<file path="src/rtl/imem_boot_loader_pkg.sv">
// Shared types for the instruction-memory boot loader: host command encoding
// and loader FSM states.
package imem_boot_loader_pkg;

  localparam int BOOT_CMD_W = 2;

  typedef enum logic [BOOT_CMD_W-1:0] {
    CMD_WRITE     = 2'b00,
    CMD_WRITE_INC = 2'b01,
    CMD_START     = 2'b10,
    CMD_HALT      = 2'b11
  } boot_cmd_e;

  typedef enum logic {
    ST_IDLE  = 1'b0,
    ST_PULSE = 1'b1
  } boot_state_e;

endpackage

</file>
<file path="src/rtl/imem_boot_loader_if.sv">
// Host command handshake plus the per-core memory/run control bus of the loader.
interface imem_boot_loader_if #(
  parameter int CORES      = 1,
  parameter int ADDR_WIDTH = 32,
  parameter int DATA_WIDTH = 32,
  parameter int IMEM_AW    = 9
) ();
  import imem_boot_loader_pkg::*;

  logic                  host_valid;
  logic                  host_ready;
  logic [BOOT_CMD_W-1:0] host_cmd;
  logic [ADDR_WIDTH-1:0] host_addr;
  logic [DATA_WIDTH-1:0] host_data;
  logic [CORES-1:0]      host_core;
  logic [CORES-1:0]      imem_we;
  logic [IMEM_AW-1:0]    imem_waddr;
  logic [DATA_WIDTH-1:0] imem_wdata;
  logic [CORES-1:0]      core_run;
  logic [CORES-1:0]      core_pc_rst;
  logic [DATA_WIDTH-1:0] checksum;
  logic                  err;

  modport master (
    output host_valid, host_cmd, host_addr, host_data, host_core,
    input  host_ready, imem_we, imem_waddr, imem_wdata, core_run,
           core_pc_rst, checksum, err
  );

  modport slave (
    input  host_valid, host_cmd, host_addr, host_data, host_core,
    output host_ready, imem_we, imem_waddr, imem_wdata, core_run,
           core_pc_rst, checksum, err
  );

endinterface

</file>
<file path="src/rtl/imem_boot_loader_addr_check.sv">
// Combinational legality check shared by WRITE and WRITE_INC: alignment, range,
// one-hot target and target-halted, plus the resolved word address.
module boot_addr_check #(
  parameter int CORES      = 1,
  parameter int ADDR_WIDTH = 32,
  parameter int IMEM_AW    = 9
) (
  input  logic [ADDR_WIDTH-1:0] addr_i,
  input  logic [IMEM_AW-1:0]    ptr_i,
  input  logic                  usePtr_i,
  input  logic [CORES-1:0]      core_i,
  input  logic [CORES-1:0]      coreRun_i,
  output logic                  ok_o,
  output logic [IMEM_AW-1:0]    wordAddr_o
);

  logic alignOk;
  logic rangeOk;
  logic coreOk;

  // The burst pointer is always aligned and in range, so only the core checks apply to it.
  assign alignOk    = usePtr_i || (addr_i[1:0] == 2'b00);
  assign rangeOk    = usePtr_i || ((addr_i >> (IMEM_AW + 2)) == '0);
  assign coreOk     = $onehot(core_i) && ((core_i & coreRun_i) == '0);
  assign ok_o       = alignOk && rangeOk && coreOk;
  assign wordAddr_o = usePtr_i ? ptr_i : addr_i[IMEM_AW+1:2];

endmodule

</file>
<file path="src/rtl/imem_boot_loader.sv">
// Boot loader between a host command port and CORES instruction memories:
// addressed/burst writes, per-core start (with pc reset pulse) and halt.
module imem_boot_loader
  import imem_boot_loader_pkg::*;
#(
  parameter int CORES      = 1,
  parameter int ADDR_WIDTH = 32,
  parameter int DATA_WIDTH = 32,
  parameter int IMEM_AW    = 9
) (
  input logic               clk,
  input logic               rst,
  imem_boot_loader_if.slave bus_io
);

  boot_state_e           state_q, state_d;
  logic                  ready_q, ready_d;
  logic [IMEM_AW:0]      ptr_q, ptr_d;
  logic [CORES-1:0]      imemWe_q, imemWe_d;
  logic [IMEM_AW-1:0]    waddr_q, waddr_d;
  logic [DATA_WIDTH-1:0] wdata_q, wdata_d;
  logic [CORES-1:0]      coreRun_q, coreRun_d;
  logic [CORES-1:0]      pcRst_q, pcRst_d;
  logic [DATA_WIDTH-1:0] checksum_q, checksum_d;
  logic                  err_q, err_d;

  boot_cmd_e          cmd;
  logic               accept;
  logic               writeOk;
  logic [IMEM_AW-1:0] wordAddr;

  assign cmd    = boot_cmd_e'(bus_io.host_cmd);
  assign accept = bus_io.host_valid && ready_q;

  boot_addr_check #(
    .CORES      (CORES),
    .ADDR_WIDTH (ADDR_WIDTH),
    .IMEM_AW    (IMEM_AW)
  ) u_addr_check (
    .addr_i     (bus_io.host_addr),
    .ptr_i      (ptr_q[IMEM_AW-1:0]),
    .usePtr_i   (cmd == CMD_WRITE_INC),
    .core_i     (bus_io.host_core),
    .coreRun_i  (coreRun_q),
    .ok_o       (writeOk),
    .wordAddr_o (wordAddr)
  );

  always_comb begin
    state_d    = state_q;
    ptr_d      = ptr_q;
    imemWe_d   = '0;
    waddr_d    = waddr_q;
    wdata_d    = wdata_q;
    coreRun_d  = coreRun_q;
    pcRst_d    = '0;
    checksum_d = checksum_q;
    err_d      = err_q;

    case (state_q)
      ST_IDLE: begin
        if (accept && (bus_io.host_core != '0)) begin
          case (cmd)
            CMD_WRITE, CMD_WRITE_INC: begin
              if (writeOk) begin
                imemWe_d   = bus_io.host_core;
                waddr_d    = wordAddr;
                wdata_d    = bus_io.host_data;
                checksum_d = checksum_q + bus_io.host_data;
                if (cmd == CMD_WRITE) begin
                  // The extra pointer bit remembers a WRITE to the last word, so the
                  // following burst write reports the wrap just like an in-burst wrap.
                  ptr_d = {1'b0, wordAddr} + {{IMEM_AW{1'b0}}, 1'b1};
                end else begin
                  ptr_d = {1'b0, wordAddr + {{(IMEM_AW-1){1'b0}}, 1'b1}};
                  if (ptr_q[IMEM_AW] || (&ptr_q[IMEM_AW-1:0])) err_d = 1'b1;
                end
              end else begin
                err_d = 1'b1;
              end
            end
            CMD_START: begin
              pcRst_d = bus_io.host_core;
              state_d = ST_PULSE;
            end
            CMD_HALT: begin
              coreRun_d = coreRun_q & ~bus_io.host_core;
              if (&bus_io.host_core) begin
                checksum_d = '0;
                err_d      = 1'b0;
              end
            end
            default: ;
          endcase
        end
      end
      ST_PULSE: begin
        coreRun_d = coreRun_q | pcRst_q;
        state_d   = ST_IDLE;
      end
      default: state_d = ST_IDLE;
    endcase

    ready_d = (state_d == ST_IDLE);
  end

  always_ff @(posedge clk or posedge rst) begin
    if (rst) begin
      state_q    <= ST_IDLE;
      ready_q    <= 1'b0;
      ptr_q      <= '0;
      imemWe_q   <= '0;
      waddr_q    <= '0;
      wdata_q    <= '0;
      coreRun_q  <= '0;
      pcRst_q    <= '0;
      checksum_q <= '0;
      err_q      <= 1'b0;
    end else begin
      state_q    <= state_d;
      ready_q    <= ready_d;
      ptr_q      <= ptr_d;
      imemWe_q   <= imemWe_d;
      waddr_q    <= waddr_d;
      wdata_q    <= wdata_d;
      coreRun_q  <= coreRun_d;
      pcRst_q    <= pcRst_d;
      checksum_q <= checksum_d;
      err_q      <= err_d;
    end
  end

  assign bus_io.host_ready  = ready_q;
  assign bus_io.imem_we     = imemWe_q;
  assign bus_io.imem_waddr  = waddr_q;
  assign bus_io.imem_wdata  = wdata_q;
  assign bus_io.core_run    = coreRun_q;
  assign bus_io.core_pc_rst = pcRst_q;
  assign bus_io.checksum    = checksum_q;
  assign bus_io.err         = err_q;

endmodule

</file>
<file path="src/flat_wrapper.sv">
// flat-port wrapper written by rule: the top's interface ports become plain ports
module imem_boot_loader_flat import imem_boot_loader_pkg::*;
#(
  parameter int CORES      = 1,
  parameter int ADDR_WIDTH = 32,
  parameter int DATA_WIDTH = 32,
  parameter int IMEM_AW    = 9
)
  (clk, rst, bus_io_host_valid, bus_io_host_cmd, bus_io_host_addr, bus_io_host_data, bus_io_host_core, bus_io_host_ready, bus_io_imem_we, bus_io_imem_waddr, bus_io_imem_wdata, bus_io_core_run, bus_io_core_pc_rst, bus_io_checksum, bus_io_err);
  imem_boot_loader_if #(.CORES(CORES), .ADDR_WIDTH(ADDR_WIDTH), .DATA_WIDTH(DATA_WIDTH), .IMEM_AW(IMEM_AW)) bus_io_i ();
  input logic clk;
  input logic rst;
  input wire logic [$bits(bus_io_i.host_valid)-1:0] bus_io_host_valid;
  input wire logic [$bits(bus_io_i.host_cmd)-1:0] bus_io_host_cmd;
  input wire logic [$bits(bus_io_i.host_addr)-1:0] bus_io_host_addr;
  input wire logic [$bits(bus_io_i.host_data)-1:0] bus_io_host_data;
  input wire logic [$bits(bus_io_i.host_core)-1:0] bus_io_host_core;
  output wire logic [$bits(bus_io_i.host_ready)-1:0] bus_io_host_ready;
  output wire logic [$bits(bus_io_i.imem_we)-1:0] bus_io_imem_we;
  output wire logic [$bits(bus_io_i.imem_waddr)-1:0] bus_io_imem_waddr;
  output wire logic [$bits(bus_io_i.imem_wdata)-1:0] bus_io_imem_wdata;
  output wire logic [$bits(bus_io_i.core_run)-1:0] bus_io_core_run;
  output wire logic [$bits(bus_io_i.core_pc_rst)-1:0] bus_io_core_pc_rst;
  output wire logic [$bits(bus_io_i.checksum)-1:0] bus_io_checksum;
  output wire logic [$bits(bus_io_i.err)-1:0] bus_io_err;
  assign bus_io_i.host_valid = bus_io_host_valid;
  assign bus_io_i.host_cmd = bus_io_host_cmd;
  assign bus_io_i.host_addr = bus_io_host_addr;
  assign bus_io_i.host_data = bus_io_host_data;
  assign bus_io_i.host_core = bus_io_host_core;
  assign bus_io_host_ready = bus_io_i.host_ready;
  assign bus_io_imem_we = bus_io_i.imem_we;
  assign bus_io_imem_waddr = bus_io_i.imem_waddr;
  assign bus_io_imem_wdata = bus_io_i.imem_wdata;
  assign bus_io_core_run = bus_io_i.core_run;
  assign bus_io_core_pc_rst = bus_io_i.core_pc_rst;
  assign bus_io_checksum = bus_io_i.checksum;
  assign bus_io_err = bus_io_i.err;
  imem_boot_loader #(.CORES(CORES), .ADDR_WIDTH(ADDR_WIDTH), .DATA_WIDTH(DATA_WIDTH), .IMEM_AW(IMEM_AW)) u_core (.clk(clk), .rst(rst), .bus_io(bus_io_i));
endmodule
</file>
<file path="config.mk">
export PLATFORM = sky130hd
export DESIGN_NAME = imem_boot_loader_flat
export DESIGN_NICKNAME = d
export VERILOG_FILES = /design/src/rtl/imem_boot_loader_pkg.sv /design/src/rtl/imem_boot_loader_if.sv /design/src/rtl/imem_boot_loader_addr_check.sv /design/src/rtl/imem_boot_loader.sv /design/src/flat_wrapper.sv
export SDC_FILE = /design/constraint.sdc
export NUM_CORES = 1
export LEC_CHECK = 0
export ABC_AREA = 1
export BUFFER_PORTS_ARGS = -buffer_cell sky130_fd_sc_hd__buf_2
export CAP_MARGIN = 20
export CORE_UTILIZATION = 55
export DETAILED_ROUTE_END_ITERATION = 6
export PLACE_DENSITY_LB_ADDON = 0.15
export SETUP_SLACK_MARGIN = 0.2
export SLEW_MARGIN = 25
export SYNTH_ARGS = -nofsm -noshare
export SYNTH_HDL_FRONTEND = slang
export SYNTH_HIERARCHICAL = 1
export SYNTH_SLANG_ARGS = --single-unit
</file>
<file path="constraint.sdc">
create_clock -name clk -period 3.5 [get_ports clk]
set_input_delay 0.875 -clock clk [delete_from_list [all_inputs] [get_ports clk]]
set_output_delay 0.875 -clock clk [all_outputs]
set_load 0.05 [all_outputs]
</file>
# Word level (Yosys, flattened, before mapping)
# Cells that the tools add are included.
[totals]
reg_bits = 89
[op_classes]
n_eq_ne = 9
muxes = 23
n_bitwise = 7
addsub = 3
reduce_logical = 18
[ops]
columns = ["operator", "n"]
rows = [
  ["32-bit two-way mux", 2],
  ["32-bit one-hot mux with 2 select lines", 1],
  ["32-bit adder", 1],
  ["32-bit logical NOT", 1],
  ["1-bit two-way mux", 15],
  ["9-bit by 1-bit adder with 10-bit output (second input constant)", 1],
  ["10-bit two-way mux", 1],
  ["9-bit by 1-bit adder with 9-bit output (second input constant)", 1],
  ["9-bit two-way mux", 1],
  ["9-bit AND reduction", 1],
  ["2-bit != test (second input constant)", 3],
  ["1-bit one-hot mux with 2 select lines", 3],
  ["6-bit AND reduction", 1],
  ["1-bit logical AND", 5],
  ["5-bit AND reduction", 1],
  ["2-bit == test (second input constant)", 2],
  ["2-bit logical NOT", 2],
  ["1-bit inverter", 4],
  ["4-bit AND reduction", 1],
  ["1-bit logical OR", 3],
  ["3-bit by 2-bit != test with 1-bit output (second input constant)", 1],
  ["3-bit != test (second input constant)", 1],
  ["1-bit AND", 2],
  ["2-bit by 1-bit == test with 1-bit output (second input constant)", 1],
  ["5 further kinds", 5],
]

# Depth between registers and ports, before layout
# Gate-level depths: netlist of run 1.
[logic_depth]
word_depth = 8
depth_mapped = 14

# Hierarchy
# The synthesis of run 1 kept the hierarchy.
[modules_own_cells]
columns = ["module", "area_per_inst_um2", "cells_per_inst", "instances", "seq_area_each_um2"]
rows = [
  ["imem_boot_loader", 5880.6, 893, 1, 2227.1],
  ["boot_addr_check", 212.7, 54, 1, 0.0],
]

# Worst setup path after synthesis of run 1
# Ideal clock, no wire load.
[synth_path]
path_kind = "input to register"
from = "input bus_io_host_cmd[0]"
to = "register u_core.ptr_q[8]"
required_ps = 3370
cell_stages = 14
arrival_ps = 2171
setup_time_ps = 130
n_path_buf = 1
path_slack_ps = 1199
cell_sequence = "inv_1 nor2_1 buf_2 inv_2 nand2_1 nand2_1 ha_1 nand3_1 nor2_1 nand2_1 nor2_1 nand2_1 nand3_1 o211ai_1"
[synth_via]
elab_cells_between_ends = 12
cone_classes = "add/sub (2); eq/ne (1); mux (2); reduce/logical (7)"
[synth_rtl]
columns = ["element", "line_no", "text"]
rows = [
  ["start: declaration", "flat_wrapper.sv:14", "input wire logic [$bits(bus_io_i.host_cmd)-1:0] bus_io_host_cmd;"],
  ["2-bit by 1-bit == test with 1-bit output *", "imem_boot_loader.sv:42", ".usePtr_i (cmd == CMD_WRITE_INC),"],
  ["9-bit two-way mux *", "imem_boot_loader_addr_check.sv:26", "assign wordAddr_o = usePtr_i ? ptr_i : addr_i[IMEM_AW+1:2];"],
  ["net u_core.wordAddr[0]", "imem_boot_loader.sv:30", "logic [IMEM_AW-1:0] wordAddr;"],
  ["9-bit by 1-bit adder with 9-bit output or 9-bit by 1-bit adder with 10-bit output (tied branches)", "imem_boot_loader.sv:75, imem_boot_loader.sv:73", ""],
  ["10-bit two-way mux *", "imem_boot_loader.sv:70", "if (cmd == CMD_WRITE) begin"],
  ["end signal: assignment", "imem_boot_loader.sv:122", "ptr_q <= ptr_d;"],
  ["end: declaration", "imem_boot_loader.sv:18", "logic [IMEM_AW:0] ptr_q, ptr_d;"],
]
# Mark *: on every way through the listed nets, which the timed path passes. The rest lies on a longest branch.
# A chain may end at the register's enable or synchronous reset.

# Final worst setup path of run 1
[layout_path]
from = "input bus_io_host_cmd[0]"
to = "register u_core.checksum_q[13] (netlist: u_core/bus_io.checksum[13])"
[layout_via]
elab_chain_len = 6
elab_cells_between_ends = 13
cone_classes = "eq/ne (4); mux (1); reduce/logical (8)"
[layout_lines]
columns = ["element", "line_no", "text"]
rows = [
  ["2-bit by 1-bit == test with 1-bit output *", "imem_boot_loader.sv:42", ""],
  ["1-bit logical OR (on tied branches)", "imem_boot_loader_addr_check.sv:22, imem_boot_loader_addr_check.sv:23", ""],
  ["1-bit logical AND * (2 in series)", "imem_boot_loader_addr_check.sv:25", "assign ok_o = alignOk && rangeOk && coreOk;"],
  ["net u_core.writeOk", "imem_boot_loader.sv:29", "logic writeOk;"],
  ["2-bit != test (no source line) *", "n/a", ""],
  ["5-bit AND reduction (no source line) *", "n/a", ""],
  ["end signal: assignment", "imem_boot_loader.sv:128", "checksum_q <= checksum_d;"],
  ["end: declaration", "imem_boot_loader.sv:24", "logic [DATA_WIDTH-1:0] checksum_q, checksum_d;"],
]
# Marks and branches as above.

==> results of run 1 <==
worst paths after layout:
check	to	depth (start not counted)	slack [ns]
worst min-delay path	u_core/bus_io.imem_wdata[14]$_DFFE_PP0P_	2	0.48
min in group asynchronous	u_core/bus_io.checksum[29]$_DFFE_PP0P_	2	0.56
max in group asynchronous	u_core/bus_io.checksum[25]$_DFFE_PP0P_	3	2.26
worst max register to register	u_core/bus_io.checksum[16]$_DFFE_PP0P_	13	1.35
worst min register to register	u_core/bus_io.imem_wdata[14]$_DFFE_PP0P_	2	0.48
worst max-delay path	u_core/bus_io.checksum[13]$_DFFE_PP0P_	13	1.0
routing by layer:
metal,up-vias,global-route usage,share of wire
met5,-,0,0
met4,0,0.08611,0.015
met3,19,0.05993,0.053
met2,156,0.4618,0.45
met1,2758,0.3682,0.48
li1,3193,-,-
worst max-delay path: cells and delay by family:
kind / cells / cell delay [ns]
buffers and inverters: 7 / 1.11
and+or+nand+nor: 4 / 0.52
AOI/OAI and AO/OA: 2 / 0.27
per-stage QoR:
| step | setup WS, ns | total power, uW | cell area (um^2) | hold slack (ns) | instances |
|---|---|---|---|---|---|
| 4_1_cts | 1.012 | 3411 | 7212 | 0.4830 | 1238 |
| 2_1_floorplan | 0.3181 | 2246 | 6093 | 0.4714 | 947 |
| 3_5_place_dp | 0.6450 | 2570 | 6979 | 0.4600 | 1222 |
| 3_3_place_gp | 0.7239 | 2559 | 6979 | 0.4561 | 1222 |
| 5_1_grt | 0.7497 | 3597 | 7212 | 0.4974 | 1238 |
| 6_report | 0.9954 | 3390 | 7212 | 0.4799 | 1238 |
placed cells by master, fill, tap and decap left out, types with 2 or more instances in the layout:
master | netlist | final
clkbuf_8 | 0 | 10
inv_1 | 130 | 129
bufinv_16 | 0 | 2
nor2_2 | 5 | 5
buf_4 | 6 | 4
nand3b_1 | 2 | 2
xor2_1 | 2 | 2
inv_6 | 0 | 3
xnor2_1 | 3 | 3
a21oi_1 | 29 | 29
inv_2 | 14 | 14
dfrtp_1 | 89 | 89
nand3_1 | 47 | 47
nand4_1 | 5 | 5
ha_1 | 32 | 32
o22ai_1 | 3 | 3
buf_2 | 5 | 147
nor2_1 | 61 | 61
o21ai_0 | 26 | 26
o21bai_1 | 4 | 4
o21ai_1 | 3 | 3
nand2_1 | 446 | 446
buf_12 | 0 | 2
nand3_2 | 3 | 3
nor3_1 | 2 | 2
nand2_2 | 9 | 9
nor3_2 | 2 | 2
a21oi_2 | 2 | 2
cells by family (layout without fill, tap and decap cells):
family,Yosys count,count (layout),synth area share
adders and majority gates,33,33,0.06899
and+or+nand+nor,583,583,0.3846
buffers and inverters,162,313,0.1045
DFF,89,89,0.3655
AOI/OAI and AO/OA,75,75,0.06920
xor gates and xnor gates,5,5,0.007188
power groups by stage:
stage | combinational, uW | sequential [uW] | clock (uW)
finish | 1290 | 1270 | 834
global route | 1420 | 1290 | 893
CTS | 1290 | 1270 | 853
detailed placement | 1290 | 1280 | 0
global placement | 1280 | 1280 | 0
floorplan | 538 | 1710 | 0
sequential cells by signal, indices dropped and copies added (netlist names):
name	count
u_core/bus_io.imem_wdata	32
u_core/bus_io.core_pc_rst	1
u_core/bus_io.err	1
u_core/state_q	1
u_core/bus_io.imem_we	1
u_core/bus_io.imem_waddr	9
u_core/ptr_q	10
u_core/bus_io.host_ready	1
u_core/bus_io.checksum	32
u_core/bus_io.core_run	1
cell type report:
class                      instances  area (um^2)
sequential                        89         2227
tap                              140        175.2
multi-input combinational        696         3229
inverter                         144        541.8
clock buffer                      10        137.6
clock inverter                     6        95.09
fill                            1012         3581
timing repair buffer             153        805.8
==> reports/results.ini, run 1 <==
[run_status]
outcome=complete, but fails checks
violations=design-rule violations

[placement]
gp_congestion=0.9053
portBuffers=147
dp.final_hpwl_mm=11.67

[clock_network]
cts_buffer_depth=2
cts_inserted_buffers=9
cts_tree=yes
ctsHtreeMaxLevel=3
post_cts_buffers=0
worstSkewPairLatency_ns=0.37
holdBufCountCts=0
path_clk_slew_ns=0.09
cts_root_buf=clkbuf_8
cts.repair.resized=0
clock_sinks=89

[worst_setup_path]
startpoint=bus_io_host_cmd[0]
cp.arrival_ns=2.79
cp-end-kind=flip-flop
cp_cell_sequence=buf_2, inv_1, nor2_1, buf_4, inv_2, a21oi_2, inv_1, nor2_1, nand2_2, inv_2, buf_4, nand2_1, o21ai_0
required_ns=3.78
crit_path_top_delay_cell=inv_2
reg2reg_from=u_core/bus_io.checksum[0]$_DFFE_PP0P_
worstSetupStartpointType=input port
path_class=input port to flip-flop
max_stage_delay_ns=0.34
crit_fanout=19

[sta]
worstMarginPinSlew_ns=0.6336
timing.final.max_slew_violations=0
setup_viol=0
fin_setup_tns_ns=0
slew-limit-headroom=0.5771
final.period_utilization=0.7156
min_period_ns=2.505
fmax_mhz=399.3
rsz0062_at_grt=false
finalHoldViolCount=0
fin_skew_ns=0.01163

[logic_synthesis]
yosys.area.top_type=dfrtp_1
synth_area_um2=6093
postSynthAreaPerCell_um2=6.434
async_reset_ff_frac=1.000
synth_warnings=6
ys.flop_type=dfrtp_1
synthTopCellsByCount=nand2_1 (446), inv_1 (130), dfrtp_1 (89), nor2_1 (61), nand3_1 (47)
synth_edf_count=0
syn_nets=1050
synthMostInstantiatedCell=nand2_1
ys_seq_area_frac=0.3655
synth-seq-cells=89
synth_cells=947
yosys.area.top_type_share=0.3655
synthTopCellsByArea=dfrtp_1 (37%), nand2_1 (27%), inv_1 (8.0%)
synth.distinct_cells=35

[power_and_ir_drop]
switching_power_uw=1438
peakVddDrop_v=0.0002891
power.share.clock=0.246
switching_share=0.4243
power_frac_comb=0.381
powerDensity_nw_per_um2=470.0
power_frac_seq=0.373
leakagePower_uw=0.004551
p_int_uw=1951

[layout]
diodes=0
area_delta_synth_final_pct=18.36
post-route-util=0.6682
fin_nets=1196
drive_above_1_share=0.1876

[drt]
routed_wl_mm=15.07
wl_per_cell_um=12.17
drt_iter0_drc=315
drtPass1Iterations=7
post_drt_via_cell_ratio=4.948
ant_nets=0
route.detailed.drc=1
num_vias=6126

[floorplan]
io_pins=148
die-height_um=107.3
rows=38
die_w_um=107.3
core_um2=10790
initial_utilization=0.5646
die_area_um2=11500

[grt]
grt_pass1_vias=5621
grt_max_degree=56
grt_overflow=0
grt_pass1_wl_mm=25.61
grt_antenna_before_repair=0
gr-usage-all-layers=0.2800

[min_path]
holdCritStartpoint=u_core/bus_io.imem_wdata[14]$_DFFE_PP0P_
min_path_type=flip-flop to flip-flop

[flow_run]
drv_cap=0

Power figures use the tool's default switching activity.
==> run 2: changes to the inputs <==
- CORE_UTILIZATION: 55 -> 49
- clock period: 3.5 -> 2.2 ns (I/O delays scaled with it)
==> run 2 against run 1 <==
Net effect:
- register-to-register slack got worse by 1.0 ns
- sequential power rose by 60%
- power rose by 76%
- clock-buffer cell count rose by 1
- die area rose by 12%
- the run now ends clean
==> reports/results.ini, run 2 (same netlist as run 1, synthesis figures left out) <==
[clock_network]
ctsHtreeMaxLevel=3  ; unchanged
path_clk_slew_ns=0.06  ; -0.03 ns
cts_tree=yes
worstSkewPairLatency_ns=0.35  ; -0.02 ns
cts_root_buf=clkbuf_16
cts_buffer_depth=2  ; unchanged
clock_sinks=89  ; unchanged
cts_inserted_buffers=9  ; unchanged
cts.repair.resized=0  ; unchanged
post_cts_buffers=0  ; unchanged
holdBufCountCts=0  ; unchanged

[flow_run]
drv_cap=0  ; unchanged

[sta]
min_period_ns=1.869
fin_setup_tns_ns=0  ; unchanged
slew-limit-headroom=0.6867  ; +0.1096
final.period_utilization=0.8494
worstMarginPinSlew_ns=0.4700  ; -0.1636 ns
fmax_mhz=535.1
rsz0062_at_grt=true
setup_viol=0  ; unchanged
finalHoldViolCount=0  ; unchanged
timing.final.max_slew_violations=0  ; unchanged
fin_skew_ns=0.005308  ; -0.006321 ns

[drt]
post_drt_via_cell_ratio=4.773  ; -3.5%
drtPass1Iterations=5  ; -2
routed_wl_mm=16.03  ; +6.4%
drt_iter0_drc=377  ; +20%
route.met2.wl_mm=7.355  ; +9.2%
num_vias=6148  ; +0.36%
wl_met3_um=839  ; +4.1%
routed.top_layer=met4
wl_per_cell_um=12.44  ; +2.3%
ant_nets=0  ; unchanged
route.detailed.drc=0  ; -1
wl_met1_mm=7.489  ; +2.7%

[floorplan]
die_area_um2=12890  ; +12%
die-height_um=113.5  ; +5.8%
core_um2=12060  ; +12%
die_w_um=113.5  ; +5.8%
initial_utilization=0.5052  ; -0.05939
io_pins=148  ; unchanged
rows=40  ; +5.3%

[grt]
grt_overflow=0  ; unchanged
grt_max_degree=90  ; +61%
grt_pass1_vias=5677  ; +1.0%
grt_antenna_before_repair=0  ; unchanged
grt_pass1_wl_mm=26.69  ; +4.2%
gr-usage-all-layers=0.2622  ; -0.01780

[placement]
gp_congestion=0.9472  ; +4.6%
dp.final_hpwl_mm=12.24  ; +5.0%
portBuffers=147  ; unchanged

[power_and_ir_drop]
powerDensity_nw_per_um2=776.2  ; +65%
peakVddDrop_v=0.0003943  ; +36%
leakagePower_uw=0.004722  ; +3.8%

[layout]
multiInputGateArea_um2=3366  ; +4.2%
area_delta_synth_final_pct=26.43
drive_above_1_share=0.2277  ; +0.04006
seq_area_um2=2230  ; +0.11%
fillers=1161  ; +15%
fin_nets=1218  ; +1.8%
mostFrequentLayoutCells=nand2_1 (444), buf_2 (147), inv_1 (128)
post-route-util=0.6387  ; -0.02952
diodes=0  ; unchanged
layout_commonest_cell=nand2_1

[worst_setup_path]
path_class=flip-flop to flip-flop
required_ns=2.44  ; -1.34 ns
crit_fanout=5  ; -14
worstSetupStartpointType=flip-flop
cp-end-kind=flip-flop
cp.arrival_ns=2.11  ; -0.68 ns

[min_path]
min_path_type=input port to asynchronous set/reset pin

[run_status]
outcome=completed

==> run 2: through the flow <==
stage | hold WS, ns | power (uW) | area [um^2] | cells | setup slack (ns)
2_1_floorplan | 0.4714 | 3575 | 6100 | 947 | 0.2060
3_3_place_gp | 0.4535 | 4118 | 7222 | 1272 | 0.02920
3_5_place_dp | 0.4595 | 4141 | 7222 | 1272 | -0.01028
4_1_cts | 0.3556 | 5954 | 7567 | 1288 | 0.2518
5_1_grt | 0.3877 | 6313 | 7704 | 1288 | 0.1826
6_report | 0.3298 | 5980 | 7704 | 1288 | 0.3313
==> run 2: cell type report <==
class | instances | share of cell area
multi-input cells | 696 | 0.4369
flip-flops and latches | 89 | 0.2894
repair buffers | 175 | 0.1309
inverters | 144 | 0.07065
clock buffers | 11 | 0.03151
well taps | 168 | 0.02729
clock inverters | 5 | 0.01332
==> run 2: final timing paths <==
check / start / end / slack, ns / cells after the start
setup / recovery: u_core/bus_io.checksum[13]$_DFFE_PP0P_ / u_core/bus_io.checksum[22]$_DFFE_PP0P_ / 0.33 / 12
max in group asynchronous: rst / u_core/bus_io.checksum[1]$_DFFE_PP0P_ / 1.51 / 3
hold reg to reg: u_core/bus_io.imem_wdata[4]$_DFFE_PP0P_ / u_core/bus_io.imem_wdata[4]$_DFFE_PP0P_ / 0.47 / 2
setup reg to reg: u_core/bus_io.checksum[13]$_DFFE_PP0P_ / u_core/bus_io.checksum[22]$_DFFE_PP0P_ / 0.33 / 12
hold / removal: rst / u_core/bus_io.imem_we$_DFF_PP0_ / 0.33 / 3
min in group clk: bus_io_host_data[20] / u_core/bus_io.imem_wdata[20]$_DFFE_PP0P_ / 0.41 / 3
==> run 2: where the power goes <==
| part | total, uW | internal [uW] | leakage, uW | switching [uW] |
|---|---|---|---|---|
| clock network | 1800 | 1140 | 0.000166 | 659 |
| logic | 2150 | 618 | 0.00337 | 1530 |
| registers | 2030 | 1870 | 0.00118 | 159 |
==> run 2: routing by layer <==
layer,global-route usage,up-vias
met4,0.09298,0
li1,-,3239
met1,0.3595,2721
met5,0,-
met3,0.03826,24
met2,0.4232,164
==> run 2: critical path, cell delays in order, from the launching register on <==
cell     delay (ns)
dfrtp_1        0.39
ha_1           0.36
nand2_1        0.14
inv_2          0.08
nand2_1        0.08
nor3_1         0.13
nand2_1        0.10
nand2_2        0.14
nand2_1        0.09
nand2_1        0.07
nand2_1        0.05
nand3_1        0.07
nand2_1        0.05
==> run 3: changes to the inputs <==
- ABC_AREA: 1 -> 0
- CORE_UTILIZATION: 49 -> 48
- clock period: 2.2 -> 1.7 ns (I/O delays scaled with it)
==> run 3 against run 2 <==
Net effect:
- the flow now stops in global routing
- synthesized cell count shrank 35%
- synthesized area down 12%
==> reports/results.ini, run 3 <==
[grt]
grt_max_degree=90
gr-usage-all-layers=0.7431
grt_overflow=26

[logic_synthesis]
synthMostInstantiatedCell=nand2_1
yosys.area.top_type_share=0.4166  ; +0.05107
synthMuxAreaShare=0.02083  ; +0.02083
synth-simple-area-share=0.2137  ; -0.1709
synth_top_family_by_area=simple AND/OR/NAND/NOR gates
syn_nets=714  ; -32%
ys_seq_area_frac=0.4166  ; +0.05107
async_reset_ff_frac=1.000  ; unchanged
synthTopCellsByCount=nand2_1 (181), dfrtp_1 (89), o21ai_0 (51), a21oi_1 (34), ha_1 (32)
synth-compound-area-share=0.1753  ; +0.1061
synth_edf_count=0  ; unchanged
yosys.area_share.adder=0.07863  ; +0.009639
synth.distinct_cells=60  ; +71%
ys.flop_type=dfrtp_1
postSynthAreaPerCell_um2=8.750  ; +36%
synthTopCellsByArea=dfrtp_1 (42%), nand2_1 (13%), ha_1 (7.5%)
synth_warnings=6  ; unchanged
synth_area_um2=5346  ; -12%
synth-seq-cells=89  ; unchanged
yosys.area.top_type=dfrtp_1
synth-xor-area-share=0.05406  ; +0.04687
synth_cells=611  ; -35%

[placement]
gp_congestion=0.8643  ; -8.8%
portBuffers=147  ; unchanged
dp.final_hpwl_mm=11.07  ; -9.6%
dp_cells=994  ; -22%
place_ws_ns=-0.8486  ; -0.8383 ns

[run_status]
failing_step=global routing
firstError=[ERROR GRT-0232] Routing congestion too high. Check the congestion heatmap in the GUI.
outcome=aborted with a tool error

[clock_network]
cts_root_buf=clkbuf_8
clock_sinks=89  ; unchanged
ctsHtreeMaxLevel=3  ; unchanged
cts_inserted_buffers=9  ; unchanged
cts_buffer_depth=2  ; unchanged

[sta]
grt_worst_setup_endpoint=u_core/bus_io.checksum[29]$_DFFE_PP0P_/D
worstEpCategory=register input

[floorplan]
rows=38  ; -5.0%
initial_utilization=0.4932  ; -0.01200
io_pins=148  ; unchanged
die-height_um=107.5  ; -5.3%
die_w_um=107.5  ; -5.3%

## run 3: changes by cell type after synthesis, moves of 11 or more
| cell | previous run | this run |
|---|---|---|
| nand2_1 | 446 | 181 |
| nand3_1 | 47 | 16 |
| nor2_1 | 61 | 14 |
| a21o_1 | 1 | 17 |
| inv_1 | 130 | 12 |
| inv_2 | 14 | 0 |
| xor2_1 | 2 | 13 |
| xnor2_1 | 3 | 20 |
| o21ai_0 | 26 | 51 |
## run 3: repair_timing
item	in CTS
cloned	22
gates resized for setup	269
hold buffers	0
pin swaps	87
setup endpoints to repair	114
buffers inserted	36
## run 3: metal layers
metal / GRT usage / GRT overflow
met1: 0.7342 / 0
met4: 0.7290 / 13
met2: 0.9130 / 13
met5: 0.2333 / 0
met3: 0.6059 / 0
## run 3: per-stage QoR
stage / hold slack (ns) / cell area (um^2)
after floorplan: 0.4536 / 5842
after global placement: 0.4442 / 7451
after detailed placement: 0.4524 / 7451
after CTS: 0.1949 / 9493
## run 3: logic make-up after synthesis
family          Yosys count
mux                      10
xor+xnor                 33
buf+inv                  42
simple gates            259
compound gates          145
fa+ha+maj                33
flops                    89
==> run 4: changes to the inputs <==
- CORE_UTILIZATION: 48 -> 40
- SETUP_SLACK_MARGIN: 0.2 -> not set
- clock period: 1.7 -> 2.2 ns (I/O delays scaled with it)
==> run 4 against run 3 <==
Net effect:
- the flow now finishes, with violations (negative setup slack)
- synthesized area did not move
- synthesized cell count stayed put
==> reports/results.ini, run 4 <==
[floorplan]
io_pins=148  ; unchanged
core_um2=12820
die_w_um=117.6  ; +9.4%
die-height_um=117.6  ; +9.4%
die_area_um2=13830
rows=41  ; +7.9%
initial_utilization=0.4169  ; -0.07631

[worst_setup_path]
reg2reg_from=u_core/bus_io.checksum[0]$_DFFE_PP0P_
reg2reg_to=u_core/bus_io.checksum[28]$_DFFE_PP0P_
cp_cell_sequence=ha_4, inv_2, fa_2, nor2b_4, o31ai_4, a21o_1, a31oi_4, a41o_4, a31o_4, a31oi_1, o21ai_1
r2r_cells=11
required_ns=2.43
crit_fanout=4
cp-end-kind=flip-flop
startpoint=u_core/bus_io.checksum[0]$_DFFE_PP0P_
worstSetupStartpointType=flip-flop
crit_path_top_delay_cell=dfrtp_2
path_class=flip-flop to flip-flop
max_stage_delay_ns=0.42
cp.arrival_ns=2.63
worst-r2r-setup-slack_ns=-0.20

[sta]
setup_viol=16
slew-limit-headroom=0.5880
final.period_utilization=1.092
setup_slack_ns=-0.2015
min_period_ns=2.402
fin_skew_ns=0.004960
rsz0062_at_grt=true
timing.final.max_slew_violations=0
worstMarginPinSlew_ns=0.6168
finalHoldViolCount=0
fmax_mhz=416.4

[logic_synthesis]
ys_seq_area_frac=0.4166  ; unchanged
synth_warnings=6  ; unchanged
synthMostInstantiatedCell=nand2_1
synthTopCellsByArea=dfrtp_1 (42%), nand2_1 (13%), ha_1 (7.5%)
synthTopCellsByCount=nand2_1 (181), dfrtp_1 (89), o21ai_0 (51), a21oi_1 (34), ha_1 (32)
synth.distinct_cells=60  ; unchanged
async_reset_ff_frac=1.000  ; unchanged
synth_cells=611  ; unchanged
synth_area_um2=5346  ; unchanged
ys.flop_type=dfrtp_1
postSynthAreaPerCell_um2=8.750  ; unchanged
synth_edf_count=0  ; unchanged
syn_nets=714  ; unchanged
yosys.area.top_type=dfrtp_1
yosys.area.top_type_share=0.4166  ; unchanged
synth-seq-cells=89  ; unchanged

[grt]
use_met2=0.3820
grt_busiest_layer=met2
grt_max_degree=62
grt_use_met3=0.04118
grt_overflow=0
grt_pass1_vias=5295
gr-usage-all-layers=0.2250
grt_pass1_wl_mm=25.46
use_met1=0.2915
grt_antenna_before_repair=0

[layout]
layout_commonest_cell=nand2_1
area_delta_synth_final_pct=52.33
mostFrequentLayoutCells=nand2_1 (180), buf_2 (147), buf_4 (123)
design_area_um2=8144
fin_nets=975
drive_above_1_share=0.4652
diodes=0

[drt]
drtPass1Iterations=4
ant_nets=0
wl_per_cell_um=14.92
routed_wl_mm=15.65
route.detailed.drc=0
num_vias=5296
post_drt_via_cell_ratio=5.049
drt_iter0_drc=231

[run_status]
outcome=complete, but fails checks
violations=negative setup slack

[clock_network]
cts_tree=yes
cts_root_buf=clkbuf_16
holdBufCountCts=0  ; unchanged
clock_sinks=89  ; unchanged
cts_inserted_buffers=9  ; unchanged
worstSkewPairLatency_ns=0.34
cts_buffer_depth=2  ; unchanged
ctsHtreeMaxLevel=3  ; unchanged
path_clk_slew_ns=0.07

[power_and_ir_drop]
leakagePower_uw=0.004161
powerDensity_nw_per_um2=792.4
peakVddDrop_v=0.0004618
power_uw=6454

[flow_run]
drv_cap=0

[placement]
place_area_um2=7382  ; -0.92%
portBuffers=147  ; unchanged
dp.final_hpwl_mm=11.26  ; +1.7%
gp_congestion=0.8580  ; -0.73%

[min_path]
min_path_type=input port to asynchronous set/reset pin

-- run 4: cell counts after synthesis --
Identical to the previous run, type by type.
-- run 4: what timing repair did --
action                     CTS  global route
cloned                       0             0
hold endpoints to repair     0             0
buffers inserted             9             6
setup endpoints to repair   28            79
gates resized for setup     23            49
pin swaps                   17            30
-- run 4: report_power, final --
group | switching (uW) | internal (uW)
registers | 156 | 1880
clock network | 687 | 891
logic | 1740 | 1100
total | 2580 | 3870
-- run 4: critical path, delay by kind of cell (launching register included) --
kind            cells  cell delay [ns]
compound gates      7             1.36
flops               1             0.42
fa+ha+maj           2             0.40
simple gates        1             0.06
buf+inv             1             0.05
-- run 4: through the flow --
stage	worst slack [ns]	cells	TNS, ns	util	hold slack, ns
2_1_floorplan	-0.2295	611	-1.636	-	0.4447
6_report	-0.2015	1049	-1.466	0.6350	0.2765
3_3_place_gp	-0.4176	1020	-22.60	0.5756	0.4511
3_5_place_dp	-0.5044	1020	-25.39	0.5756	0.4565
5_1_grt	-0.3259	1049	-3.068	0.6350	0.3186
4_1_cts	-0.1819	1045	-1.131	0.6130	0.2805
-- run 4: how the worst max path moves through the flow --
stage                                                        end  slack, ns
after floorplan           u_core/bus_io.checksum[31]$_DFFE_PP0P_      -0.23
after global placement    u_core/bus_io.checksum[28]$_DFFE_PP0P_      -0.42
after detailed placement  u_core/bus_io.checksum[19]$_DFFE_PP0P_      -0.50
after CTS                 u_core/bus_io.checksum[28]$_DFFE_PP0P_      -0.18
after global routing      u_core/bus_io.checksum[28]$_DFFE_PP0P_      -0.33
final                     u_core/bus_io.checksum[28]$_DFFE_PP0P_      -0.20
-- run 4: cells by family after synthesis --
group	after synthesis	share of synthesized area
XOR/XNOR	33	0.05406
multiplexers	10	0.02083
AO/OA/AOI/OAI	145	0.1753
buffers and inverters	42	0.04095
AND/OR/NAND/NOR	259	0.2137
adder cells (fa/ha/maj)	33	0.07863
flip-flops	89	0.4166
-- run 4: layout make-up --
cell class | instances | area (um^2)
Sequential cell | 89 | 2255
Multi-Input combinational cell | 480 | 3517
Clock inverter | 7 | 76.32
Inverter | 12 | 48.80
Fill cell | 1109 | 4681
Clock buffer | 9 | 225.2
Timing Repair Buffer | 280 | 1807
Tap cell | 172 | 215.2
-- run 4: routing by layer --
layer	share of wire	wire length (um)
met5	0	0
met3	0.041	641
met4	0.0091	142
met2	0.49	7739
met1	0.46	7126
